$ cat src/rtl/xge_tx_sched_pkg.sv
// Shared definitions for the two-source XGMII transmit scheduler:
// FSM state type, XGMII control characters and word-building helpers.
package xge_tx_sched_pkg;

    typedef enum logic [2:0] {
        ST_IDLE,
        ST_PREAMBLE,
        ST_DATA,
        ST_TERM,
        ST_IFG,
        ST_DRAIN
    } state_e;

    localparam logic [7:0] XGMII_IDLE     = 8'h07;
    localparam logic [7:0] XGMII_START    = 8'hFB;
    localparam logic [7:0] XGMII_TERM     = 8'hFD;
    localparam logic [7:0] XGMII_ERROR    = 8'hFE;
    localparam logic [7:0] XGMII_PREAMBLE = 8'h55;
    localparam logic [7:0] XGMII_SFD      = 8'hD5;

    typedef struct packed {
        logic [63:0] txd;
        logic [7:0]  txc;
    } xgmii_word_t;

    function automatic xgmii_word_t idle_word();
        xgmii_word_t w;
        w.txd = {8{XGMII_IDLE}};
        w.txc = '1;
        return w;
    endfunction

    function automatic xgmii_word_t preamble_word();
        xgmii_word_t w;
        w.txd = {XGMII_SFD, {6{XGMII_PREAMBLE}}, XGMII_START};
        w.txc = 8'h01;
        return w;
    endfunction

    function automatic xgmii_word_t term_word();
        xgmii_word_t w;
        w.txd = {{7{XGMII_IDLE}}, XGMII_TERM};
        w.txc = '1;
        return w;
    endfunction

    function automatic xgmii_word_t error_word();
        xgmii_word_t w;
        w.txd = {8{XGMII_ERROR}};
        w.txc = '1;
        return w;
    endfunction

    // nb == 0 means all eight lanes carry data and the terminate goes in a separate word.
    function automatic xgmii_word_t eop_word(input logic [63:0] data, input logic [2:0] nb);
        xgmii_word_t w;
        int unsigned n;
        n = {29'd0, nb};
        for (int unsigned k = 0; k < 8; k++) begin
            if (n == 0 || k < n) begin
                w.txd[8*k +: 8] = data[8*k +: 8];
                w.txc[k]        = 1'b0;
            end else if (k == n) begin
                w.txd[8*k +: 8] = XGMII_TERM;
                w.txc[k]        = 1'b1;
            end else begin
                w.txd[8*k +: 8] = XGMII_IDLE;
                w.txc[k]        = 1'b1;
            end
        end
        return w;
    endfunction

endpackage

$ cat src/rtl/xge_tx_rr_arb.sv
// Two-way round-robin arbiter: combinational grant, registered last-winner pointer.
module xge_tx_rr_arb (
    input  logic       clk,
    input  logic       rst_n,
    input  logic [1:0] req_i,
    input  logic       adv_i,
    output logic [1:0] gnt_o
);

    logic last_q, last_d;

    always_comb begin
        gnt_o = '0;
        case (req_i)
            2'b01:   gnt_o = 2'b01;
            2'b10:   gnt_o = 2'b10;
            2'b11:   gnt_o = last_q ? 2'b01 : 2'b10;
            default: gnt_o = '0;
        endcase
    end

    always_comb begin
        last_d = last_q;
        if (adv_i && (gnt_o != 2'b00)) begin
            last_d = gnt_o[1];
        end
    end

    // Pointer resets to "source 1 won last" so source 0 wins the first contention.
    always_ff @(posedge clk or negedge rst_n) begin
        if (!rst_n) begin
            last_q <= 1'b1;
        end else begin
            last_q <= last_d;
        end
    end

endmodule

$ cat src/rtl/xge_tx_sched.sv
// Two-source XGMII transmit scheduler: arbitrates frames, inserts preamble,
// terminate and inter-frame gap, and flags source underruns.
module xge_tx_sched #(
    parameter int unsigned IFG_WORDS = 2
) (
    input  logic            clk,
    input  logic            rst_n,
    input  logic [1:0]      src_valid_i,
    output logic [1:0]      src_ready_o,
    input  logic [1:0]      src_sop_i,
    input  logic [1:0]      src_eop_i,
    input  logic [1:0][2:0] src_eop_bytes_i,
    input  logic [1:0][63:0] src_data_i,
    output logic [63:0]     xgmii_txd_o,
    output logic [7:0]      xgmii_txc_o,
    output logic [1:0]      grant_o,
    output logic            underrun_o
);

    import xge_tx_sched_pkg::*;

    localparam int unsigned CNT_W = (IFG_WORDS > 0) ? $clog2(IFG_WORDS + 1) : 1;

    state_e           state_q, state_d;
    logic [1:0]       grant_q, grant_d;
    logic [1:0]       disc_q, disc_d;
    logic [CNT_W-1:0] ifg_cnt_q, ifg_cnt_d;
    logic [63:0]      txd_q, txd_d;
    logic [7:0]       txc_q, txc_d;
    logic             underrun_q, underrun_d;

    logic [1:0]  req;
    logic [1:0]  arb_gnt;
    logic        arb_adv;
    logic        gidx;
    logic        g_valid;
    logic        g_eop;
    logic [2:0]  g_nb;
    logic [63:0] g_data;
    logic        to_ifg;
    xgmii_word_t eop_w;

    assign req = src_valid_i & src_sop_i;

    xge_tx_rr_arb u_arb (
        .clk   (clk),
        .rst_n (rst_n),
        .req_i (req),
        .adv_i (arb_adv),
        .gnt_o (arb_gnt)
    );

    assign gidx    = grant_q[1];
    assign g_valid = src_valid_i[gidx];
    assign g_eop   = src_eop_i[gidx];
    assign g_nb    = src_eop_bytes_i[gidx];
    assign g_data  = src_data_i[gidx];
    assign eop_w   = eop_word(g_data, g_nb);

    // Ready decodes registered state only; IDLE discard readiness is a flag
    // captured from the previous cycle's non-sop valid.
    always_comb begin
        src_ready_o = '0;
        case (state_q)
            ST_DATA, ST_DRAIN: src_ready_o = grant_q;
            ST_IDLE:           src_ready_o = disc_q;
            default:           src_ready_o = '0;
        endcase
    end

    always_comb begin
        state_d    = state_q;
        grant_d    = grant_q;
        disc_d     = '0;
        ifg_cnt_d  = ifg_cnt_q;
        txd_d      = {8{XGMII_IDLE}};
        txc_d      = '1;
        underrun_d = 1'b0;
        arb_adv    = 1'b0;
        to_ifg     = 1'b0;

        case (state_q)
            ST_IDLE: begin
                if (req != 2'b00) begin
                    grant_d = arb_gnt;
                    arb_adv = 1'b1;
                    state_d = ST_PREAMBLE;
                end else begin
                    disc_d = src_valid_i & ~src_sop_i;
                end
            end
            ST_PREAMBLE: begin
                txd_d   = preamble_word().txd;
                txc_d   = preamble_word().txc;
                state_d = ST_DATA;
            end
            ST_DATA: begin
                if (!g_valid) begin
                    txd_d      = error_word().txd;
                    txc_d      = error_word().txc;
                    underrun_d = 1'b1;
                    state_d    = ST_DRAIN;
                end else if (g_eop) begin
                    txd_d = eop_w.txd;
                    txc_d = eop_w.txc;
                    if (g_nb == 3'd0) begin
                        state_d = ST_TERM;
                    end else begin
                        to_ifg = 1'b1;
                    end
                end else begin
                    txd_d = g_data;
                    txc_d = '0;
                end
            end
            ST_TERM: begin
                txd_d  = term_word().txd;
                txc_d  = term_word().txc;
                to_ifg = 1'b1;
            end
            ST_IFG: begin
                if (ifg_cnt_q <= CNT_W'(1)) begin
                    ifg_cnt_d = '0;
                    state_d   = ST_IDLE;
                end else begin
                    ifg_cnt_d = ifg_cnt_q - CNT_W'(1);
                end
            end
            ST_DRAIN: begin
                if (g_valid && g_eop) begin
                    to_ifg = 1'b1;
                end
            end
            default: state_d = ST_IDLE;
        endcase

        if (to_ifg) begin
            grant_d = '0;
            if (IFG_WORDS == 0) begin
                state_d = ST_IDLE;
            end else begin
                state_d   = ST_IFG;
                ifg_cnt_d = CNT_W'(IFG_WORDS);
            end
        end
    end

    always_ff @(posedge clk or negedge rst_n) begin
        if (!rst_n) begin
            state_q    <= ST_IDLE;
            grant_q    <= '0;
            disc_q     <= '0;
            ifg_cnt_q  <= '0;
            txd_q      <= {8{XGMII_IDLE}};
            txc_q      <= '1;
            underrun_q <= 1'b0;
        end else begin
            state_q    <= state_d;
            grant_q    <= grant_d;
            disc_q     <= disc_d;
            ifg_cnt_q  <= ifg_cnt_d;
            txd_q      <= txd_d;
            txc_q      <= txc_d;
            underrun_q <= underrun_d;
        end
    end

    assign xgmii_txd_o = txd_q;
    assign xgmii_txc_o = txc_q;
    assign grant_o     = grant_q;
    assign underrun_o  = underrun_q;

endmodule
$ cat config.mk
export PLATFORM = sky130hd
export DESIGN_NAME = xge_tx_sched
export DESIGN_NICKNAME = d
export VERILOG_FILES = /design/src/rtl/xge_tx_sched_pkg.sv /design/src/rtl/xge_tx_rr_arb.sv /design/src/rtl/xge_tx_sched.sv
export SDC_FILE = /design/constraint.sdc
export NUM_CORES = 1
export LEC_CHECK = 0
export ABC_CLOCK_PERIOD_IN_PS = 2720
export BUFFER_PORTS_ARGS = -buffer_cell sky130_fd_sc_hd__buf_2
export CAP_MARGIN = 5
export CORE_ASPECT_RATIO = 1.25
export CORE_MARGIN = 1.5
export CORE_UTILIZATION = 49
export DETAILED_ROUTE_END_ITERATION = 10
export GPL_TIMING_DRIVEN = 0
export PLACE_DENSITY = 0.85
export RECOVER_POWER = 50
export SYNTH_ARGS = -nofsm -noshare
export SYNTH_HDL_FRONTEND = slang
export SYNTH_HIERARCHICAL = 1
export SYNTH_SLANG_ARGS = --single-unit
$ cat constraint.sdc
create_clock -name clk -period 2.72 [get_ports clk]
set_input_delay 0.136 -clock clk [delete_from_list [all_inputs] [get_ports clk]]
set_output_delay 0.136 -clock clk [all_outputs]
set_load 0.02 [all_outputs]
==> results.tsv <==
metric	value	unit
wire per inst	19.4	µm
Total Neg Setup Slack	0	ns
Leakage Power	0.00256	µW
Synth cell types	60	
Post-synth EDFFs	0	
max cap viols	1	
Hold Crit Start	src_data_i[18]	
Avg Cell Area, Syn	11.0	µm²
GRT overflow	0	
Crit path arrival time	2.05	ns
Longest Clk Path Bufs	2	
CTS buffer count	9	
Worst Path Required	2.58	ns
hold slack	0.0225	ns
Metal-1 WL	5.14	mm
Die Area	9280	µm²
row cnt	37	
Core ar.	8330	µm²
commonest register cell after synthesis	dfrtp_1	
Layout area overhead	33.5	%
Crit Path Category	reg2out	
Layout Skew	0.00893	ns
initial core utilization	0.512	
WL final	14.0	mm
Pwr Density	1030	nW/µm²
crit path capture type	output pin	
clk sinks	83	
die height	107	µm
ranking of synthesized cells by area	dfrtp_1 29%, dfstp_2 20%, mux2i_1 13%	
register area share after synthesis	0.496	
Setup crit start kind	flop	
Worst slew margin	-0.0262	
share of cells above drive strength 1	0.431	
Crit. Startpoint	grant_o[1]	
Clk Latency, worst-skew pair	0.36	ns
unrepaired setup endpoints after global routing	no	
routed wl met3	926	µm
RR Startpoint	grant_o[1]	
Seq cells post-synth	83	
largest net degree at the start of global routing	59	
Hold Path Class	in2reg	
IO Pins	219	
depth of the worst register-to-register path	5	
post-synth top area cell	dfrtp_1	
Cells after Synth	388	
Routed Antenna Nets	0	
synth warn	6	
critical path endpoint	src_ready_o[1]	
antenna violations before repair	0	
Crit Reg-Reg Endpoint	xgmii_txc_o[4]	
drc violations	0	
Root Buffer	clkbuf_8	
fin nets	761	
CTS tree	built	
post-CTS setup buffer count	0	
gp weighted congestion	0.906	
number of iterations in the first detailed-routing pass	5	
dpl hpwl	10.7	mm
Tightest Pin Transition	1.54	ns
cell with the most instances after synthesis	mux2i_1	
Post-synth top cells	54 x mux2i_1, 50 x dfrtp_1, 33 x dfstp_2	
fmax	457	MHz
die width	86.5	µm
status	complete, but fails checks	
final cycle utilization of the critical path	0.804	
Detail Route met2 WL	7.54	mm
vias per cell	5.79	
Post-synth ARST share	1.00	
first-pass GRT wire length	21.2	mm
number of diodes	0	
GRT Util Overall	0.304	
initial drt markers	240	
clock transition at the registers of the reported paths	0.08	ns
critical-path maximum fanout	10	
final hold viol count	0	
Syn Std Cell Area	4270	µm²
H-tree levels	3	
vias in the first global route	4283	
Max Slew Vio Count	26	
total power	5860	µW
IO buf count	216	
R2R setup slack	0.60	ns
Core Util, Final	0.684	
uppermost layer routed	met4	
final number of setup-violating endpoints	0	
Max IR drop VDD	561	µV
violated checks	max-capacitance violations, max-slew violations	
via count	4173	
Syn Nets	530	
minimum clock period	2.19	ns
Synth top area share	0.293	
repair_timing:
item                      CTS  global route
hold buffers                3             0
hold endpoints to repair   27             0
gates resized for setup     0             0
where the power goes:
part / total (µW) / switching (µW) / leakage (µW) / internal [µW]
clock: 979 / 436 / 0.000111 / 543
combinational: 2970 / 1950 / 0.00145 / 1020
sequential: 1910 / 144 / 0.00101 / 1760
total: 5860 / 2530 / 0.00256 / 3330
layout by cell type (no fill, tap or decap), types with 3 or more instances in the layout:
cell	netlist	layout
a21oi_1	29	29
clkbuf_8	0	10
nor2_2	3	3
dfstp_2	33	33
clkbuf_1	8	49
nor2_1	16	16
buf_4	5	5
a31oi_1	8	8
mux2i_1	54	54
o22ai_1	4	4
nand3b_1	6	6
dfrtp_1	50	50
nand2b_1	7	7
and2_1	5	5
a22oi_1	5	5
or3b_1	3	3
mux2_2	14	14
a211oi_1	4	4
o31ai_1	13	13
nor2b_1	4	4
o21ai_0	26	26
nand2_1	24	24
dlygate4sd3_1	0	3
buf_2	6	183
nand3_1	7	7
inv_1	4	4
a21o_1	3	3
buf_6	4	4
cell families (layout without fill, tap and decap cells):
kind of cell / Yosys count / in the layout / synth area share
multiplexers: 69 / 69 / 0.167
AND/OR/NAND/NOR: 88 / 88 / 0.113
flip-flops: 83 / 83 / 0.496
buffers and inverters: 28 / 264 / 0.0378
AO/OA/AOI/OAI: 118 / 118 / 0.182
XOR/XNOR: 2 / 2 / 0.00411
sequential cells by signal (all words and copies together) (netlist names):
name and count:
disc_q 2, state_q 3, grant_o 2, underrun_o 1, xgmii_txc_o 8, ifg_cnt_q 2
u_arb/last_q 1, xgmii_txd_o 64
layout make-up:
type | instances | area [µm²]
inverters | 4 | 15.0
well taps | 97 | 121
clock inverters | 4 | 73.8
clock buffers | 12 | 145
plain buffers | 24 | 146
flip-flops and latches | 83 | 2120
fillers | 679 | 2640
multi-input cells | 277 | 1990
repair buffers | 220 | 1090
metal layers:
layer | GRT usage | up-vias
met3 | 0.0637 | 31
met2 | 0.550 | 201
met1 | 0.339 | 2045
met4 | 0.131 | 0
met5 | 0 | -
li1 | - | 1896
per-stage QoR:
step           worst slack, ns  instances  instance area, µm²
6_report                 0.532        721                5700
2_1_floorplan            0.934        388                4270
5_1_grt                  0.394        721                5700
4_1_cts                  0.520        721                5750
3_5_place_dp             0.649        702                5500
3_3_place_gp             0.708        701                5470
how the worst min path moves through the flow:
stage,end,slack [ns],depth (start not counted)
floorplan,disc_q[0],-0.16,0
global placement,disc_q[1],0.30,2
detailed placement,xgmii_txd_o[3],0.07,1
CTS,xgmii_txd_o[18],0.005,3
global route,xgmii_txd_o[26],0.02,3
finish,xgmii_txd_o[18],0.02,3
worst max-delay path, cell delays in order, from the launching register on:
cell	delay, ns
dfrtp_1	0.40
buf_6	0.17
buf_6	0.14
buf_4	0.18
buf_4	0.24
buf_4	0.25
a22o_1	0.15
buf_2	0.16
No activity file was read; power rests on OpenSTA's default activity.
